File: src/rtl/cpu_run_ctrl_if.sv
// Control/status bundle between the run controller and its surroundings
// (divider tick, board switch/button, core halt/PC, and the enable/status outputs).
interface cpu_run_ctrl_if #(
    parameter int unsigned CNT_W = 32
);
    logic              tick_in;
    logic              sw_run;
    logic              btn_step;
    logic              halt;
    logic [31:0]       pc;
    logic [31:0]       bp_addr;
    logic              cpu_en;
    logic              running;
    logic              halted;
    logic [CNT_W-1:0]  cycle_count;

    modport master (
        output tick_in, sw_run, btn_step, halt, pc, bp_addr,
        input  cpu_en, running, halted, cycle_count
    );

    modport slave (
        input  tick_in, sw_run, btn_step, halt, pc, bp_addr,
        output cpu_en, running, halted, cycle_count
    );
endinterface

File: src/rtl/cpu_run_ctrl.sv
// Run/pause/single-step controller turning divider ticks into a one-clk core enable.
// Optional PC breakpoint pause is compiled in with RUN_CTRL_BREAKPOINT_EN.
module cpu_run_ctrl #(
    parameter int unsigned DEB_CYCLES = 20,
    parameter int unsigned CNT_W      = 32
) (
    input  logic              clk,
    input  logic              rst,
    cpu_run_ctrl_if.slave     bus
);
    typedef enum logic [1:0] {
        ST_PAUSE = 2'd0,
        ST_RUN   = 2'd1,
        ST_STEP  = 2'd2,
        ST_HALT  = 2'd3
    } state_e;

    localparam logic [19:0] DEB_LAST = 20'(DEB_CYCLES - 1);

    logic             tick_s1_q, tick_s2_q, tick_dly_q;
    logic             run_s1_q, run_s2_q;
    logic             btn_s1_q, btn_s2_q;
    logic [19:0]      deb_cnt_q, deb_cnt_d;
    logic             deb_lvl_q, deb_lvl_d;
    logic             step_req_q, step_req_d;
    state_e           state_q, state_d;
    logic             cpu_en_q, cpu_en_d;
    logic             running_q, halted_q;
    logic [CNT_W-1:0] cycle_count_q;
    logic             tick_s;
    logic             run_ok_s;

    assign tick_s = tick_s2_q & ~tick_dly_q;

`ifdef RUN_CTRL_BREAKPOINT_EN
    logic bp_hold_q, bp_hold_d;
    logic bp_hit_s;
    assign bp_hit_s = (bus.pc == bus.bp_addr);
    // A breakpoint pause blocks re-entry to RUN until the switch has been seen low.
    assign run_ok_s = run_s2_q & ~bp_hold_q;

    // Breakpoint hold flag register.
    always_ff @(posedge clk or posedge rst) begin
        if (rst) begin
            bp_hold_q <= 1'b0;
        end else begin
            bp_hold_q <= bp_hold_d;
        end
    end
`else
    logic unused_bp_s;
    assign unused_bp_s = ^{bus.pc, bus.bp_addr};
    assign run_ok_s    = run_s2_q;
`endif

    // Input synchronizers and tick edge-detect delay flop.
    always_ff @(posedge clk or posedge rst) begin
        if (rst) begin
            tick_s1_q  <= 1'b0;
            tick_s2_q  <= 1'b0;
            tick_dly_q <= 1'b0;
            run_s1_q   <= 1'b0;
            run_s2_q   <= 1'b0;
            btn_s1_q   <= 1'b0;
            btn_s2_q   <= 1'b0;
        end else begin
            tick_s1_q  <= bus.tick_in;
            tick_s2_q  <= tick_s1_q;
            tick_dly_q <= tick_s2_q;
            run_s1_q   <= bus.sw_run;
            run_s2_q   <= run_s1_q;
            btn_s1_q   <= bus.btn_step;
            btn_s2_q   <= btn_s1_q;
        end
    end

    // Step-button debounce: level flips after DEB_CYCLES consecutive disagreeing samples.
    always_comb begin
        deb_cnt_d  = 20'd0;
        deb_lvl_d  = deb_lvl_q;
        step_req_d = 1'b0;
        if (btn_s2_q != deb_lvl_q) begin
            if (deb_cnt_q == DEB_LAST) begin
                deb_lvl_d  = ~deb_lvl_q;
                step_req_d = ~deb_lvl_q;
            end else begin
                deb_cnt_d = deb_cnt_q + 20'd1;
            end
        end else begin
            deb_cnt_d = 20'd0;
        end
    end

    // Debounce state registers.
    always_ff @(posedge clk or posedge rst) begin
        if (rst) begin
            deb_cnt_q  <= 20'd0;
            deb_lvl_q  <= 1'b0;
            step_req_q <= 1'b0;
        end else begin
            deb_cnt_q  <= deb_cnt_d;
            deb_lvl_q  <= deb_lvl_d;
            step_req_q <= step_req_d;
        end
    end

    // Run-control next state and enable decision; halt outranks everything but reset.
    always_comb begin
        state_d  = state_q;
        cpu_en_d = 1'b0;
`ifdef RUN_CTRL_BREAKPOINT_EN
        bp_hold_d = bp_hold_q & run_s2_q;
`endif
        case (state_q)
            ST_PAUSE: begin
                if (bus.halt) begin
                    state_d = ST_HALT;
                end else if (run_ok_s) begin
                    state_d = ST_RUN;
                end else if (step_req_q) begin
                    state_d = ST_STEP;
                end else begin
                    state_d = ST_PAUSE;
                end
            end
            ST_RUN: begin
                if (bus.halt) begin
                    state_d = ST_HALT;
                end else begin
                    cpu_en_d = tick_s;
                    if (!run_s2_q) begin
                        state_d = ST_PAUSE;
                    end else begin
                        state_d = ST_RUN;
                    end
`ifdef RUN_CTRL_BREAKPOINT_EN
                    if (tick_s && bp_hit_s) begin
                        state_d   = ST_PAUSE;
                        bp_hold_d = 1'b1;
                    end else begin
                        bp_hold_d = bp_hold_d;
                    end
`endif
                end
            end
            ST_STEP: begin
                if (bus.halt) begin
                    state_d = ST_HALT;
                end else if (tick_s) begin
                    cpu_en_d = 1'b1;
                    state_d  = ST_PAUSE;
                end else begin
                    state_d = ST_STEP;
                end
            end
            ST_HALT: begin
                state_d = ST_HALT;
            end
            default: begin
                state_d = ST_PAUSE;
            end
        endcase
    end

    // State, registered status outputs and pulse counter.
    always_ff @(posedge clk or posedge rst) begin
        if (rst) begin
            state_q       <= ST_PAUSE;
            cpu_en_q      <= 1'b0;
            running_q     <= 1'b0;
            halted_q      <= 1'b0;
            cycle_count_q <= '0;
        end else begin
            state_q       <= state_d;
            cpu_en_q      <= cpu_en_d;
            running_q     <= (state_d == ST_RUN);
            halted_q      <= (state_d == ST_HALT);
            cycle_count_q <= cycle_count_q + {{(CNT_W-1){1'b0}}, cpu_en_q};
        end
    end

    assign bus.cpu_en      = cpu_en_q;
    assign bus.running     = running_q;
    assign bus.halted      = halted_q;
    assign bus.cycle_count = cycle_count_q;
endmodule
File: src/flat_wrapper.sv
// flat-port wrapper written by rule: the top's interface ports become plain ports
module cpu_run_ctrl_flat 
#(
    parameter int unsigned DEB_CYCLES = 20,
    parameter int unsigned CNT_W      = 32
)
  (clk, rst, bus_tick_in, bus_sw_run, bus_btn_step, bus_halt, bus_pc, bus_bp_addr, bus_cpu_en, bus_running, bus_halted, bus_cycle_count);
  cpu_run_ctrl_if #(.CNT_W(CNT_W)) bus_i ();
  input  logic clk;
  input  logic rst;
  input wire logic [$bits(bus_i.tick_in)-1:0] bus_tick_in;
  input wire logic [$bits(bus_i.sw_run)-1:0] bus_sw_run;
  input wire logic [$bits(bus_i.btn_step)-1:0] bus_btn_step;
  input wire logic [$bits(bus_i.halt)-1:0] bus_halt;
  input wire logic [$bits(bus_i.pc)-1:0] bus_pc;
  input wire logic [$bits(bus_i.bp_addr)-1:0] bus_bp_addr;
  output wire logic [$bits(bus_i.cpu_en)-1:0] bus_cpu_en;
  output wire logic [$bits(bus_i.running)-1:0] bus_running;
  output wire logic [$bits(bus_i.halted)-1:0] bus_halted;
  output wire logic [$bits(bus_i.cycle_count)-1:0] bus_cycle_count;
  assign bus_i.tick_in = bus_tick_in;
  assign bus_i.sw_run = bus_sw_run;
  assign bus_i.btn_step = bus_btn_step;
  assign bus_i.halt = bus_halt;
  assign bus_i.pc = bus_pc;
  assign bus_i.bp_addr = bus_bp_addr;
  assign bus_cpu_en = bus_i.cpu_en;
  assign bus_running = bus_i.running;
  assign bus_halted = bus_i.halted;
  assign bus_cycle_count = bus_i.cycle_count;
  cpu_run_ctrl #(.DEB_CYCLES(DEB_CYCLES), .CNT_W(CNT_W)) u_core (.clk(clk), .rst(rst), .bus(bus_i));
endmodule
File: config.mk
export PLATFORM = sky130hd
export DESIGN_NAME = cpu_run_ctrl_flat
export DESIGN_NICKNAME = d
export VERILOG_FILES = /design/src/rtl/cpu_run_ctrl_if.sv /design/src/rtl/cpu_run_ctrl.sv /design/src/flat_wrapper.sv
export SDC_FILE = /design/constraint.sdc
export NUM_CORES = 1
export LEC_CHECK = 0
export CORE_MARGIN = 1.5
export CORE_UTILIZATION = 60
export CTS_CLUSTER_SIZE = 20
export DETAILED_ROUTE_END_ITERATION = 12
export DONT_BUFFER_PORTS = 1
export PLACE_DENSITY = 0.76
export SETUP_SLACK_MARGIN = 0.3
export SYNTH_ARGS = -nofsm -noshare
export SYNTH_HDL_FRONTEND = slang
export SYNTH_SLANG_ARGS = --single-unit
File: constraint.sdc
create_clock -name clk -period 4.05 [get_ports clk]
set_input_delay 0.405 -clock clk [delete_from_list [all_inputs] [get_ports clk]]
set_output_delay 0.405 -clock clk [all_outputs]
set_load 0.1 [all_outputs]
==> reports/summary.md <==
The routed length per placed instance is 13.92 um. The destination of the critical timing path is u_core.bus.cycle_count[26]$_DFF_PP0_. Once the clock tree was built, the setup fixing pass inserted 0 buffers.

The smallest setup slack after layout came out at 1.596 ns. The post-detailed-route via-to-cell ratio is 5.567, and the share of total power in sequential cells is 45.9%. The post-detailed-placement cell area is 3233 um2, and the worst endpoint data arrival time is 2.64 ns. CTS saw 66 sinks.

The first global-routing pass estimated 9039 um of wire. The tools report the effective utilization at floorplan as 63.05%. Ranked by instance count, the synthesized netlist is headed by 66 x sky130_fd_sc_hd__dfrtp_1, 26 x sky130_fd_sc_hd__xor2_1, 21 x sky130_fd_sc_hd__nor2_1, 17 x sky130_fd_sc_hd__nand2_1, 17 x sky130_fd_sc_hd__nand3_1. The worst setup path is of the reg -> reg kind. Summing all non-filler instances in the final layout gives an area of 3457 um2. Buffers inserted during clock tree synthesis total 9. Endpoint of the lowest-slack register-to-register path: u_core.bus.cycle_count[26]$_DFF_PP0_. The internal power of the cells totals 1117 uW. The run finished with clean final reports. OpenSTA, run right after detailed placement, puts the worst setup slack at 1.590 ns. The depth of the critical timing path with buffers and inverters included was 7. In this run the count of I/O pins placed on the die edge is 105. The smallest clock period supported by the final layout is computed as 2.454 ns. The tools report the number of distinct library cells after synthesis as 37. The detailed router placed 2082 vias in this run. The share of synthesized area occupied by flip-flops and latches was 55.09%. After filler insertion, the fill cell instance count of the layout stands at 332.

The leading register cell type out of synthesis is sky130_fd_sc_hd__dfrtp_1. After clock tree synthesis, the clock-pin slew on the worst setup and hold paths is 0.07 ns. In this run the tightest slew margin relative to its limit is 32.52%. From bottom edge to top edge, the die measures 73.69 um.

The synthesized design spends more area on one cell type than any other, namely sky130_fd_sc_hd__dfrtp_1. The final layout contains routed wiring with a total length of 5206 um. Setup repair after global routing left no endpoint under its margin. The path class of the tightest hold or removal check is in -> reg. Pin slew with the least headroom to its limit: 1.012 ns. In this run the remaining antenna-violating nets after routing total 0.

Synthesis inferred 66 register bits. Of the available clock period, the critical path in the final layout requires 60.60%. The critical path startpoint category was a flip-flop. Across the VDD grid, the largest voltage drop is 0.4081 mV. The cell sitting at the root of the clock tree is a sky130_fd_sc_hd__clkbuf_8.

The switching power as a share of total power is 34.63%, and the number of global-route vias before repair is 2033. By instance count, the cell type seen most on the critical path is sky130_fd_sc_hd__ha_1. The total of endpoints with negative setup slack in the final report is 0, and the count of inserted antenna diode cells is 0. The sum of overflow across all layers after global routing was 0. The worst register-to-register path has a depth of 7.

The tools report the CTS H-tree depth as 3. The part of the total power dissipated in combinational logic is 20.2%, and the fraction of synthesis flops using an asynchronous set or reset pin is 100.0%. The number of buffer and inverter instances along the worst setup path was 1.

The congestion estimate from routability-driven global placement came to 0.8609. In the final design database the tool counted 379 nets. In this run the critical register-to-register path is launched from u_core.bus.cycle_count[0]$_DFF_PP0_. The placed wire-length estimate after detailed placement is 3636 um, and the overall track demand over capacity in global routing is 22.29%. The worst register-to-register path has a setup slack of 1.60 ns.

Counting every net in the synthesized netlist gives 349. In the final timing run, aggregate negative setup slack is 0 ns. The tools report the post-cts gate resize count as 0.

Yosys attributes the largest share of cell area to sky130_fd_sc_hd__dfrtp_1 55%, sky130_fd_sc_hd__xor2_1 7.6%, sky130_fd_sc_hd__xnor2_1 4.7%, sky130_fd_sc_hd__ha_1 2.9%, sky130_fd_sc_hd__nand3_1 2.8%. The iteration count of the initial detailed-routing pass was 4; the delay of the slowest critical-path stage was 0.48 ns. Entering global routing, the biggest net connects 41 pins. The synthesized area was 2998 um2; the number of buffers inserted by hold repair at cts was 1. During synthesis, Yosys emitted a total of 0 warnings. TritonCTS built the clock tree.

For the final-report max-slew violation count, the log shows 0. Buffers placed on the I/O ports in this run total 0. In the routed design, unresolved DRC markers number 0.

The die boundary width works out to 73.69 um. Along the worst path, the maximum fanout reaches 11. The net switching component of the power was 591.7 uW; the power per cell area was 494.3 nW/um2. The max-cap violation count came out at 0. Counting along the longest clock path gives a buffer depth of 2. Summed over all cells, the static leakage comes to 0.001626 uW. Die area: 5429 um2. The clock arrives with 0.007543 ns of skew. The tools report the synthesized instance count as 272. Of the total power, the clock network draws 33.9%.

The beginning of the critical path is u_core.bus.cycle_count[0]$_DFF_PP0_. The total area inside the core boundary comes to 4755 um2. Of the post-synthesis cell area, the dominant cell type holds 55.09%. In this run, the number of DRC markers left after iteration 0 of detailed routing was 109.

Row generation in the floorplan step produced 25 rows. Among all stages on the critical path, the largest delay is contributed by sky130_fd_sc_hd__nor4_1. Final hold analysis gives a worst-case slack of 0.08885 ns. The kind of cell with the highest combined delay along the critical path is simple AND/OR/NAND/NOR gates.

From synthesis to final layout, the design area changed by 15.32%. Based on the critical path, the design can be clocked at up to 407.5 MHz. The initial antenna violation count is 0. The mean instance size in the synthesized netlist was 11.02 um2; the worst-skew pair later-pin latency was 0.34 ns. The critical path goes through buf_4 > ha_1 > ha_1 > and4_1 > nand3_1 > nor4_1 > xor2_1. The share of post-route cells with drive strength above 1 is 16.29%.

Cell with the most instances after synthesis: sky130_fd_sc_hd__dfrtp_1. In this run, synthesis inferred 0 flip-flops with an integrated enable. The worst setup path is captured at a flip-flop.

The logs give 0 for the count of endpoints failing hold in the final timing report and 4.24 ns for the data required time at the worst endpoint.
[sequential cells by signal, indices dropped and copies added, names as in the netlist]
signal / count
u_core.run_s1_q: 1
u_core.tick_dly_q: 1
u_core.bus.cpu_en: 1
u_core.deb_lvl_q: 1
u_core.btn_s1_q: 1
u_core.tick_s1_q: 1
u_core.run_ok_s: 1
u_core.state_q: 2
u_core.bus.cycle_count: 32
u_core.bus.running: 1
u_core.bus.halted: 1
u_core.tick_s2_q: 1
u_core.step_req_q: 1
u_core.deb_cnt_q: 20
u_core.btn_s2_q: 1
[cells by family (layout without fill, tap and decap cells)]
logic type / after synthesis / count (layout) / share of synthesized area [%]
simple gates: 117 / 117 / 22.58
flops: 66 / 66 / 55.09
xor+xnor: 42 / 42 / 12.27
buf+inv: 20 / 55 / 2.838
compound gates: 19 / 19 / 3.923
fa+ha+maj: 7 / 7 / 2.921
mux: 1 / 1 / 0.3756
[stage by stage]
step | total power, uW | util (%) | instances
floorplan | 1063 | - | 272
global placement | 1130 | 68.00 | 357
detailed placement | 1144 | 68.00 | 357
CTS | 1724 | 72.71 | 374
global route | 1781 | 72.71 | 374
finish | 1709 | 72.71 | 374
[cell usage in the layout, fill, tap and decap left out, types with 3 or more instances in the layout]
cell type                  synthesis  final
sky130_fd_sc_hd__or3_1             4      4
sky130_fd_sc_hd__inv_1            13     12
sky130_fd_sc_hd__nor2_1           21     21
sky130_fd_sc_hd__ha_1              7      7
sky130_fd_sc_hd__nand3_1          17     17
sky130_fd_sc_hd__xnor2_1          16     16
sky130_fd_sc_hd__dfrtp_1          66     66
sky130_fd_sc_hd__nand4_1          10     10
sky130_fd_sc_hd__or4_1             4      4
sky130_fd_sc_hd__buf_4             0     25
sky130_fd_sc_hd__clkbuf_8          0     12
sky130_fd_sc_hd__nor4_1            5      5
sky130_fd_sc_hd__a21oi_1           7      7
sky130_fd_sc_hd__xor2_1           26     26
sky130_fd_sc_hd__o21ai_0           5      5
sky130_fd_sc_hd__nand2_1          17     17
sky130_fd_sc_hd__nor3_1           12     12
sky130_fd_sc_hd__and3_1            5      5
sky130_fd_sc_hd__o31ai_1           3      3
sky130_fd_sc_hd__and4_1            5      5
[per-layer routing]
metal / global-route usage (%) / routed length [um]
met1: 26.58 / 2315
met5: 0 / 0
met4: 11.73 / 93
met3: 7.407 / 274
met2: 35.74 / 2522
[worst min path at each step]
stage,start,end,slack [ns],depth (start not counted)
after floorplan,u_core.btn_s1_q$_DFF_PP0_,u_core.btn_s2_q$_DFF_PP0_,0.33,0
after CTS,bus_tick_in,u_core.tick_s1_q$_DFF_PP0_,0.07,0
after global placement,u_core.run_s1_q$_DFF_PP0_,u_core.run_ok_s$_DFF_PP0_,0.34,0
final,bus_btn_step,u_core.btn_s1_q$_DFF_PP0_,0.09,0
after detailed placement,u_core.run_s1_q$_DFF_PP0_,u_core.run_ok_s$_DFF_PP0_,0.34,0
after global routing,bus_sw_run,u_core.run_s1_q$_DFF_PP0_,0.07,0
[power by group through the flow]
stage / Combinational, uW / Clock, uW / Sequential (uW)
floorplan: 105 / 0 / 958
global placement: 335 / 0 / 794
detailed placement: 347 / 0 / 797
CTS: 348 / 590 / 785
global route: 376 / 615 / 790
finish: 345 / 579 / 785
[final cells by class]
| type | instances | area [um2] | share of cell area, % |
|---|---|---|---|
| Inverter | 13 | 48.80 | 1.412 |
| Timing Repair Buffer | 26 | 197.7 | 5.718 |
| Tap cell | 67 | 83.83 | 2.425 |
| Clock inverter | 4 | 48.80 | 1.412 |
| Sequential cell | 66 | 1652 | 47.77 |
| Clock buffer | 12 | 165.2 | 4.777 |
| Multi-Input combinational cell | 186 | 1261 | 36.48 |
Power figures use the tool's default switching activity.
